<file path="src/rtl/wb_pkg.sv">
`default_nettype none
// ============================================================================
// Module      : wb_pkg
// Description : Shared types and constants for the writeback stage.
// Revision    : 1.0 - initial release
// ============================================================================
package wb_pkg;

    // Bytes assembled into one UART-sourced register word
    localparam int WORD_BYTES = 4;

    // Width of the counter tracking bytes popped for the current word
    localparam int BYTE_CNT_W = $clog2(WORD_BYTES);

    // Writeback sequencer states
    typedef enum logic [1:0] {
        IDLE    = 2'd0,
        COLLECT = 2'd1,
        WRITE   = 2'd2
    } wb_state_t;

endpackage : wb_pkg
`default_nettype wire

</file>
<file path="src/rtl/rx_byte_fifo.sv">
`default_nettype none
// ============================================================================
// Module      : rx_byte_fifo
// Description : Byte FIFO for the UART receive path. No fall-through: a byte
//               written on one edge is readable after that edge. A push into
//               a full FIFO is only accepted when a pop frees a slot in the
//               same cycle; otherwise it is dropped and flagged (sticky).
// Revision    : 1.0 - initial release
// ============================================================================
module rx_byte_fifo
    import wb_pkg::*;
#(
    parameter int DEPTH = 8
) (
    input  logic       CLK,
    input  logic       reset,
    input  logic       i_push,
    input  logic [7:0] i_data,
    input  logic       i_pop,
    output logic [7:0] o_data,
    output logic       o_full,
    output logic       o_empty,
    output logic       o_overflow
);

    localparam int c_PTR_W = $clog2(DEPTH);

    logic [7:0]         r_mem [DEPTH];
    logic [c_PTR_W-1:0] r_wr_ptr;
    logic [c_PTR_W-1:0] r_rd_ptr;
    logic [c_PTR_W:0]   r_count;
    logic               r_overflow;

    logic w_pop_ok;
    logic w_push_ok;

    assign o_empty    = (r_count == '0);
    assign o_full     = (r_count == (c_PTR_W+1)'(DEPTH));
    assign o_data     = r_mem[r_rd_ptr];
    assign o_overflow = r_overflow;

    assign w_pop_ok  = i_pop && !o_empty;
    assign w_push_ok = i_push && (!o_full || w_pop_ok);

    // Storage array; contents are don't-care while empty, so no reset
    always_ff @(posedge CLK) begin
        if (w_push_ok) begin
            r_mem[r_wr_ptr] <= i_data;
        end
    end

    // Pointer, occupancy and overflow bookkeeping
    always_ff @(posedge CLK) begin
        if (reset) begin
            r_wr_ptr   <= '0;
            r_rd_ptr   <= '0;
            r_count    <= '0;
            r_overflow <= 1'b0;
        end else begin
            if (w_push_ok) begin
                r_wr_ptr <= (r_wr_ptr == c_PTR_W'(DEPTH-1)) ? '0 : r_wr_ptr + 1'b1;
            end
            if (w_pop_ok) begin
                r_rd_ptr <= (r_rd_ptr == c_PTR_W'(DEPTH-1)) ? '0 : r_rd_ptr + 1'b1;
            end
            case ({w_push_ok, w_pop_ok})
                2'b10:   r_count <= r_count + 1'b1;
                2'b01:   r_count <= r_count - 1'b1;
                default: r_count <= r_count;
            endcase
            if (i_push && !w_push_ok) begin
                r_overflow <= 1'b1;
            end
        end
    end

endmodule : rx_byte_fifo
`default_nettype wire

</file>
<file path="src/rtl/writeback_unit.sv">
`default_nettype none
// ============================================================================
// Module      : writeback_unit
// Description : Final pipeline stage feeding the register file write side.
//               Forwards execute results as one-cycle write pulses with a
//               toggling distinct token, and services `in` instructions by
//               assembling four buffered UART bytes (big-endian) into a word.
// Revision    : 1.0 - initial release
// ============================================================================
module writeback_unit
    import wb_pkg::*;
#(
    parameter int RX_DEPTH = 8
) (
    input  logic        CLK,
    input  logic        reset,
    input  logic        ex_valid,
    input  logic        ex_reg_write,
    input  logic        ex_is_float,
    input  logic [4:0]  ex_rw,
    input  logic [31:0] ex_data,
    input  logic        rx_valid,
    input  logic [7:0]  rx_byte,
    input  logic        in_req,
    input  logic [4:0]  in_rw,
    input  logic        in_is_float,
    output logic        wb_reg_write,
    output logic        wb_uart_we,
    output logic        wb_distinct,
    output logic        wb_aorf,
    output logic [4:0]  wb_rw,
    output logic [31:0] wb_data,
    output logic        stall,
    output logic        in_done,
    output logic        rx_overflow
);

    wb_state_t             r_state;
    logic [4:0]            r_in_rw;
    logic                  r_in_float;
    logic [BYTE_CNT_W-1:0] r_byte_cnt;
    logic [23:0]           r_asm;
    logic                  r_token;

    logic        w_fifo_pop;
    logic [7:0]  w_fifo_data;
    logic        w_fifo_full;
    logic        w_fifo_empty;
    logic [31:0] w_asm_next;
    logic        w_last_pop;
    logic        w_ex_accept;

    rx_byte_fifo #(
        .DEPTH      (RX_DEPTH)
    ) u_rx_fifo (
        .CLK        (CLK),
        .reset      (reset),
        .i_push     (rx_valid),
        .i_data     (rx_byte),
        .i_pop      (w_fifo_pop),
        .o_data     (w_fifo_data),
        .o_full     (w_fifo_full),
        .o_empty    (w_fifo_empty),
        .o_overflow (rx_overflow)
    );

    assign stall       = (r_state != IDLE);
    assign w_fifo_pop  = (r_state == COLLECT) && !w_fifo_empty;
    // Earlier bytes shift up, so the first byte ends in [31:24]
    assign w_asm_next  = {r_asm, w_fifo_data};
    assign w_last_pop  = w_fifo_pop && (r_byte_cnt == BYTE_CNT_W'(WORD_BYTES-1));
    assign w_ex_accept = ex_valid && ex_reg_write && !stall;

    // In-instruction sequencer: latch destination, gather bytes, then write
    always_ff @(posedge CLK) begin
        if (reset) begin
            r_state    <= IDLE;
            r_in_rw    <= '0;
            r_in_float <= 1'b0;
            r_byte_cnt <= '0;
            r_asm      <= '0;
        end else begin
            case (r_state)
                IDLE: begin
                    if (in_req) begin
                        r_in_rw    <= in_rw;
                        r_in_float <= in_is_float;
                        r_byte_cnt <= '0;
                        r_state    <= COLLECT;
                    end
                end
                COLLECT: begin
                    if (w_fifo_pop) begin
                        r_asm      <= w_asm_next[23:0];
                        r_byte_cnt <= r_byte_cnt + 1'b1;
                        if (w_last_pop) begin
                            r_state <= WRITE;
                        end
                    end
                end
                WRITE: begin
                    r_state <= IDLE;
                end
                default: begin
                    r_state <= IDLE;
                end
            endcase
        end
    end

    // Register-file write port; outputs are registered so the UART write
    // lands in the same cycle the sequencer sits in WRITE
    always_ff @(posedge CLK) begin
        if (reset) begin
            wb_reg_write <= 1'b0;
            wb_uart_we   <= 1'b0;
            wb_distinct  <= 1'b0;
            wb_aorf      <= 1'b0;
            wb_rw        <= '0;
            wb_data      <= '0;
            in_done      <= 1'b0;
            r_token      <= 1'b0;
        end else begin
            wb_reg_write <= 1'b0;
            wb_uart_we   <= 1'b0;
            in_done      <= 1'b0;
            if (w_last_pop) begin
                // Register file buffer becomes 1 after a UART write
                wb_uart_we  <= 1'b1;
                wb_distinct <= 1'b1;
                wb_aorf     <= r_in_float;
                wb_rw       <= r_in_rw;
                wb_data     <= w_asm_next;
                in_done     <= 1'b1;
                r_token     <= 1'b1;
            end else if (w_ex_accept) begin
                wb_reg_write <= 1'b1;
                wb_distinct  <= ~r_token;
                wb_aorf      <= ex_is_float;
                wb_rw        <= ex_rw;
                wb_data      <= ex_data;
                r_token      <= ~r_token;
            end
        end
    end

endmodule : writeback_unit
`default_nettype wire

</file>
<file path="config.mk">
export PLATFORM = sky130hd
export DESIGN_NAME = writeback_unit
export DESIGN_NICKNAME = d
export VERILOG_FILES = /design/src/rtl/wb_pkg.sv /design/src/rtl/rx_byte_fifo.sv /design/src/rtl/writeback_unit.sv
export SDC_FILE = /design/constraint.sdc
export NUM_CORES = 1
export LEC_CHECK = 0
export CAP_MARGIN = 30
export CORE_MARGIN = 3
export CORE_UTILIZATION = 35
export DETAILED_ROUTE_END_ITERATION = 7
export HOLD_SLACK_MARGIN = 0.15
export PLACE_DENSITY = 0.55
export SYNTH_ARGS = -nofsm -noshare
export SYNTH_HDL_FRONTEND = slang
export SYNTH_SLANG_ARGS = --single-unit
</file>
<file path="constraint.sdc">
create_clock -name CLK -period 5.25 [get_ports CLK]
set_input_delay 1.575 -clock CLK [delete_from_list [all_inputs] [get_ports CLK]]
set_output_delay 1.575 -clock CLK [all_outputs]
set_load 0.02 [all_outputs]
</file>
; ---- Yosys cells after proc, flatten, opt, wreduce, memory -nomap -nowiden
; Memories as Yosys holds them, arrays and structs flattened. A register that Yosys moved wholly into a read port is not among the register bits.
; Index checks and enable logic that the tools add are counted.
[totals]
romBits = 0
ramBits = 64
reg_bits = 86
word_cells = 79
latchBits = 0
inputBits = 58
memories = 1
output_inout_bits = 44
[memory_table]
columns = name, words, word_bits, rd, rd_ports_with_merged_regs, write_ports, line
row1 = u_rx_fifo.r_mem, 8, 8, 1, 1, 1, rx_byte_fifo.sv:28  ; logic [7:0] r_mem [DEPTH];
[classes]
n_mul = 0
n_reduce_logical = 23
n_lt_le_gt_ge = 0
shifts = 0
eq_ne = 10
add_sub_neg = 5
bitwise = 1
div_mod_pow = 0
n_mux = 24
[ops]
columns = op, count
row1 = 32-bit 2-to-1 mux, 2
row2 = 3-bit 2-to-1 mux, 4
row3 = 2-bit 2-to-1 mux, 5
row4 = 5-bit 2-to-1 mux, 2
row5 = 1-bit 2-to-1 mux, 8
row6 = 2-bit case mux with 2 select lines, 2
row7 = 4-bit case mux with 2 select lines, 1
row8 = 2-bit nonzero test, 4
row9 = 1-bit logical AND, 7
row10 = 3-bit by 1-bit adder with 3-bit output (second input constant), 2
row11 = 3-bit == test (second input constant), 2
row12 = 3-bit AND reduction, 2
row13 = 4-bit by 1-bit adder with 4-bit output (second input constant), 1
row14 = 2-bit by 1-bit == test with 1-bit output (second input constant), 2
row15 = 2-bit == test (second input constant), 2
row16 = 4-bit == test (second input constant), 1
row17 = 1-bit logical NOT, 4
row18 = 4-bit logical NOT, 1
row19 = 2-bit inequality test (second input constant), 2
row20 = 2-bit AND reduction, 2
row21 = 4-bit by 1-bit subtractor with 4-bit output (second input constant), 1
row22 = 2-bit by 1-bit adder with 2-bit output (second input constant), 1
row23 = 2-bit logical NOT, 1
row24 = 2-bit by 1-bit inequality test with 1-bit output (second input constant), 1
row25 = other kinds (3), 3

; ---- Logic depth before layout (Yosys ltp)
; Gate-level depths: netlist of run 1.
[depth]
word_depth = 8
depth_mapped = 12
depth_no_buf = 10

; ---- Hierarchy
; Synthesis of run 1 repeated with hierarchy kept, for this count alone.
[hier_totals]
hier_cells = 525
hier_area_um2 = 6123.4
[modules_own_cells]
columns = module, cells_per_inst, n_inst, seq_area_each_um2, area_per_inst_um2
row1 = rx_byte_fifo, 181, 1, 2202.1, 3168.0
row2 = writeback_unit, 344, 1, 1501.4, 2955.3

; ---- Least setup slack after synthesis of run 1
; Ideal clock, no wire load.
[synth_timing]
kind = input-to-reg
startpoint = input port rx_valid
endpoint = register u_rx_fifo.r_count[2]
setup_slack_ps = 1775
cell_stages = 10
required_ps = 5180
arrival_time_ps = 3405
setup_time_ps = 70
path_buffers = 0
path_cell_list = inv_1 a31oi_1 inv_1 ha_1 xor2_1 ha_1 a21oi_1 xor2_1 or3_1 a21oi_1
[synth_via]
elab_chain_len = 3
word_cells_on_any_way = 5
classes_between = eq/ne: 2 / mux: 1 / reduce/logical: 2
[synth_lines]
columns = element, line
row1 = "start, declared", writeback_unit.sv:22  ; input logic rx_valid,
row2 = 1-bit logical AND *, rx_byte_fifo.sv:43  ; assign w_push_ok = i_push && (!o_full || w_pop_ok);
row3 = 2-bit by 1-bit == test with 1-bit output or 2-bit == test (tied branches), rx_byte_fifo.sv:66  ; case ({w_push_ok, w_pop_ok})
row4 = 4-bit case mux with 2 select lines or 2-bit nonzero test (tied branches), --
row5 = "end signal, assigned", rx_byte_fifo.sv:67  ; 2'b10: r_count <= r_count + 1'b1;
row6 = "end signal, assigned", rx_byte_fifo.sv:68  ; 2'b01: r_count <= r_count - 1'b1;
row7 = "end signal, assigned", rx_byte_fifo.sv:69  ; default: r_count <= r_count;
row8 = "end, declared", rx_byte_fifo.sv:31  ; logic [c_PTR_W:0] r_count;
; Every way passes the cells marked *; elsewhere a longest branch is shown, timed or not.
; A chain may end at the register's enable or synchronous reset.

; ---- Final worst setup path of run 1
; Same ends and word-level chain as after synthesis.

==> results of run 1 <==
cells in the final DEF, fill, tap and decap left out, types with 2 or more instances in the layout:
master,synthesis,routed
buf_4,4,8
dfxtp_1,89,89
mux2_2,9,9
o21ai_0,2,2
edfxtp_1,64,64
nor2_1,31,30
xor2_1,3,3
mux2i_1,4,4
nand3_1,3,3
clkinv_4,0,2
nor3_1,16,16
a22oi_1,38,38
or3_1,3,3
nand2b_1,4,4
clkdlybuf4s50_1,0,100
nand2_1,91,91
nor2b_1,3,3
inv_1,3,3
buf_16,0,2
nor4_1,2,2
mux4_2,16,16
buf_12,0,2
nand3b_1,2,2
ha_1,8,8
clkbuf_16,0,20
clkinv_2,0,3
clkbuf_2,0,2
a21oi_1,67,67
worst max path at each step:
stage	startpoint	cells past startpoint	end
final	rx_valid	11	u_rx_fifo.r_count[2]
after global routing	rx_valid	11	u_rx_fifo.r_count[2]
after CTS	rx_valid	11	u_rx_fifo.r_count[2]
after detailed placement	rx_valid	11	u_rx_fifo.r_count[2]
after global placement	rx_valid	11	u_rx_fifo.r_count[2]
after floorplan	rx_valid	10	u_rx_fifo.r_count[2]
cell usage after synthesis, types with 2 or more instances:
library cell | number | share of area
nor2_1 | 31 | 0.020
buf_6 | 5 | 0.0095
nand3_1 | 3 | 0.0025
inv_1 | 3 | 0.0019
buf_2 | 3 | 0.0025
ha_1 | 8 | 0.017
mux2_2 | 9 | 0.017
nor3_1 | 16 | 0.014
clkbuf_1 | 23 | 0.015
edfxtp_1 | 64 | 0.32
buf_4 | 4 | 0.0051
or3_1 | 3 | 0.0032
xor2_1 | 3 | 0.0044
a21oi_1 | 67 | 0.057
mux2i_1 | 4 | 0.0068
o21ai_0 | 2 | 0.0017
a22oi_1 | 38 | 0.048
nor4_1 | 2 | 0.0021
nand2_1 | 91 | 0.058
dfxtp_1 | 89 | 0.30
nor2b_1 | 3 | 0.0032
mux4_2 | 16 | 0.061
nand2b_1 | 4 | 0.0042
nand3b_1 | 2 | 0.0025
final cells by class:
class                      instances  area, sq um  share of cell area
sequential                       153         3700               0.477
timing repair buffer             113         1160               0.150
clock buffer                      24          528              0.0680
multi-input combinational        313         2030               0.261
clock inverter                     8         55.1             0.00709
tap                              216          270              0.0348
inverter                           4         15.0             0.00193
critical path: stages:
cell and delay, ps:
clkdlybuf4s50_1 480, inv_1 40, a31oi_1 460, inv_1 240, ha_1 330, xor2_1 170, ha_1 190, a21oi_1 140
xor2_1 90, or3_1 310, a21oi_1 140
per-layer routing:
| metal | GRT usage | routed length, microns | vias up |
|---|---|---|---|
| li1 | - | - | 2026 |
| met1 | 0.207 | 6180 | 1959 |
| met2 | 0.234 | 6490 | 107 |
| met3 | 0.0429 | 741 | 8 |
| met4 | 0.0454 | 85 | 0 |
| met5 | 0 | 0 | - |
flip-flops by register name, indices dropped and copies added (netlist names), named ones only:
register / cells
in_done: 1
r_asm: 24
r_byte_cnt: 2
r_in_float: 1
r_in_rw: 5
r_state: 2
r_token: 1
u_rx_fifo.o_overflow: 1
u_rx_fifo.r_count: 4
u_rx_fifo.r_mem: 64
u_rx_fifo.r_rd_ptr: 3
u_rx_fifo.r_wr_ptr: 3
wb_aorf: 1
wb_data: 32
wb_reg_write: 1
wb_rw: 5
metrics by stage:
| step | cell area [sq um] | hold slack (ps) |
|---|---|---|
| after floorplan | 5910 | 437 |
| after global placement | 7080 | 443 |
| after detailed placement | 7160 | 449 |
| after CTS | 7740 | 457 |
| after global routing | 7760 | 479 |
| final | 7760 | 452 |
logic make-up (layout without fill, tap and decap cells):
logic type,count (synthesis),count (layout),synth area share
mux,29,29,0.0848
compound gates,114,114,0.118
buf+inv,40,149,0.0349
simple gates,159,159,0.115
xor+xnor,3,3,0.00444
flops,153,153,0.626
fa+ha+maj,8,8,0.0169
power by group:
part	leakage [nW]	switching, mW	internal (mW)	total, mW
clock network	0.292	0.461	0.707	1.17
registers	1.31	0.0593	1.30	1.36
logic	1.02	0.202	0.193	0.395
total	2.62	0.722	2.20	2.92
==> impl_metrics.ini, run 1 <==
[sta]
finalCriticalPeriod_ps = 3830
setup_tns_ps = 0
layout_setup_ws_ps = 1420
hold_viol = 0
relSlewSlack = 0.450
period_share = 0.730
fin_worst_skew_ps = 8.38
setup_viol = 0
rsz0062_at_grt = no
fmax_mhz = 261
maxSlewViolCount = 0
worst_pin_slew_ps = 817

[place]
dp_cells = 798
gp_congestion = 0.746
port_buffers = 101
place_hpwl_mm = 9.03
post-place-ws_ps = 994

[synthesis]
yosys_most_used_dff = dfxtp_1
synth_area_sq_um = 5910
async_reset_ff_frac = 0
synth.net_count = 572
synth-edff-count = 64
synth_cell_types = 37
ys_ff_latch = 153
synth-seq-area-share = 0.626
yosysWarnings = 0
syn_inst = 506
postSynthAreaPerCell_sq_um = 11.7

[global_route]
overflow = 0
antenna_found_initial = 0
grt_pass1_vias = 3977
grt_first_pass_wirelength_mm = 21.5
grt_max_degree = 51
grt_use_total = 0.151

[min_path]
worstHoldStart = wb_data[0]
holdPathStages = 2
whs_endpoint = wb_data[0]
hp-class = register to register

[cells_and_area]
fin_cells = 831
finalNetCount = 668
utilization = 0.478
drive_above_1_share = 0.120
num_antenna_cells = 0
syn2layout_area_growth_pct = 31.2
fillers = 1506

[clock_network]
cts.clk_slew.worst_paths_ps = 60
cts_root_buf = clkbuf_16
cts_buffers = 17
clock_latency_ps = 410
cts_tree = yes
htreeDepth = 4
cts.repair.resized = 0
clock_path_buffers = 2
clock_sinks = 153
ctsHoldBuffers = 0
post-cts-setup-buffer-count = 0

[routing]
avgRoutedWirePerCell_microns = 16.2
drc = 0
drt_iter0_markers = 264
drt_first_pass_iters = 5
ant_nets = 0
viasPerCell = 4.93
drt-total-wl_mm = 13.5
route.vias.total = 4100

[setup_path]
reg2reg_depth = 11
cp_max_fo = 6
critPathRequiredTime_ps = 5590
arrival_ps = 4170
start_kind = input pin
worstSetupPathType = input pin to register
end_kind = register
regToRegSetupSlack_ps = 2130
r2r_end = u_rx_fifo.r_count[2]
reg2reg_from = u_rx_fifo.r_count[0]

[die]
die_y_microns = 136
dieWidth_microns = 136
die-area_sq_um = 18500
core_sq_um = 16200
initial_core_util = 0.364
io_pins = 102
rows = 46

[job]
maxCapViolations = 0

[pwr]
vdd_ir_drop_max_mv = 0.259
powerDensity_nw_per_um2 = 377
total_power_mw = 2.92
p_leak_nw = 2.62

[outcome]
status = complete, no violations
No activity file was read; power rests on OpenSTA's default activity.
==> run 2, diff against run 1 <==
clock period = 3.6 ns   (was 5.25 ns; I/O delays follow)
==> impl_metrics.ini, run 2 (synthesis results as in run 1) <==
[routing]
drc = 0
ant_nets = 0
drt_first_pass_iters = 4
avgRoutedWirePerCell_microns = 16.5
drt-total-wl_mm = 13.7
viasPerCell = 4.99
route.vias.total = 4157
drt_iter0_markers = 328

[cells_and_area]
top_regs = u_rx_fifo.r_mem x64, wb_data x32, r_asm x24
final_common_cell = clkdlybuf4s50_1
finalNetCount = 670
drive_above_1_share = 0.125
largest_register_ffs = 64
finalInstanceArea_sq_um = 7770
num_antenna_cells = 0
utilization = 0.478
regMostFlops = u_rx_fifo.r_mem
syn2layout_area_growth_pct = 31.3
mostFrequentLayoutCells = clkdlybuf4s50_1 (100), nand2_1 (91), dfxtp_1 (89)

[setup_path]
cp_cell_sequence = clkdlybuf4s50_1, inv_1, a31oi_1, inv_1, ha_1, xor2_1, ha_1, a21oi_1, xor2_1, or3_1, a21oi_1
start_kind = input pin
worst-path-buf-inv = 3
arrival_ps = 3330
critical_path.top_delay_family = buffers and inverters
slowest_delay_ps = 480
cp_max_fo = 6
worstSetupPathType = input pin to register
crit_path_top_delay_cell = clkdlybuf4s50_1
critPathRequiredTime_ps = 3940
end_kind = register

[die]
io_pins = 102
die-area_sq_um = 18500
die_y_microns = 136
rows = 46
initial_core_util = 0.364
core_sq_um = 16200
dieWidth_microns = 136

[sta]
maxSlewViolCount = 0
hold_viol = 0
finalCriticalPeriod_ps = 2990
worst_pin_slew_ps = 1010
setup_tns_ps = 0
rsz0062_at_grt = no
fmax_mhz = 334
fin_worst_skew_ps = 9.01
period_share = 0.832
setup_viol = 0
relSlewSlack = 0.327

[clock_network]
cts.repair.resized = 0
clock_sinks = 153
cts_tree = yes
ctsHoldBuffers = 0
cts_buffers = 17
cts.clk_slew.worst_paths_ps = 60
htreeDepth = 4
post-cts-setup-buffer-count = 0
clock_path_buffers = 2
clock_latency_ps = 420
cts_root_buf = clkbuf_16

[place]
port_buffers = 101
gp_congestion = 0.793
place_hpwl_mm = 9.11
place_area_sq_um = 7160

[pwr]
vdd_ir_drop_max_mv = 0.363
powerDensity_nw_per_um2 = 561
p_leak_nw = 2.64
total_power_mw = 4.36

[global_route]
overflow = 0
grt_pass1_vias = 4163
grt_first_pass_wirelength_mm = 21.7
grt_max_degree = 53
antenna_found_initial = 0
grt_use_total = 0.153

[min_path]
hp-class = register to register

[job]
maxCapViolations = 0

[outcome]
status = complete, no violations
## run 2: cell count changes in the layout (fill, tap and decap cells not counted)
cell	delta
clkbuf_8	+2
clkinv_4	-1
clkbuf_1	-1
buf_16	-1
clkbuf_2	-1
clkinvlp_4	-1
inv_4	+1
buf_4	+4
clkinv_2	+1
bufinv_16	+2
clkbuf_16	-2
buf_12	-1
## run 2: metrics by stage
stage | setup slack (ps) | hold WS, ps | cells
detailed placement | 187 | 445 | 801
global route | 385 | 474 | 833
global placement | 288 | 443 | 800
CTS | 623 | 455 | 833
floorplan | 620 | 437 | 506
finish | 607 | 451 | 833
## run 2: layout make-up
cell class / instances / area, sq um
well taps: 216 / 270
clock inverters: 10 / 110
fillers: 1518 / 8460
multi-input cells: 313 / 2030
flip-flops and latches: 153 / 3700
repair buffers: 115 / 1140
inverters: 4 / 15.0
clock buffers: 22 / 497
## run 2: report_power, final
part	leakage, nW	switching [mW]	internal (mW)
sequential	1.31	0.0746	1.90
clock	0.309	0.684	1.12
combinational	1.02	0.306	0.273
## run 2: final timing paths
check,start,to,slack (ps),cells after the start
worst max-delay path,rx_valid,u_rx_fifo.r_count[2],610,11
worst min-delay path,wb_data[4],wb_data[4],450,2
worst max register to register,u_rx_fifo.r_count[0],u_rx_fifo.r_count[2],840,10
worst min register to register,wb_data[4],wb_data[4],450,2
## run 2: worst reg2reg max path, delay by kind of cell (launching register included)
kind,cells,cell delay (ps)
AOI/OAI and AO/OA,2,290
buffers and inverters,1,210
adders and majority gates,2,540
xor gates and xnor gates,2,250
DFF,1,380
and+or+nand+nor,3,1010
## run 2: layer usage
layer,wire length (microns),share of wire,global-route usage
met5,0,0,0
met4,160,0.012,0.0566
met3,752,0.055,0.0415
met2,6540,0.48,0.249
met1,6280,0.46,0.195
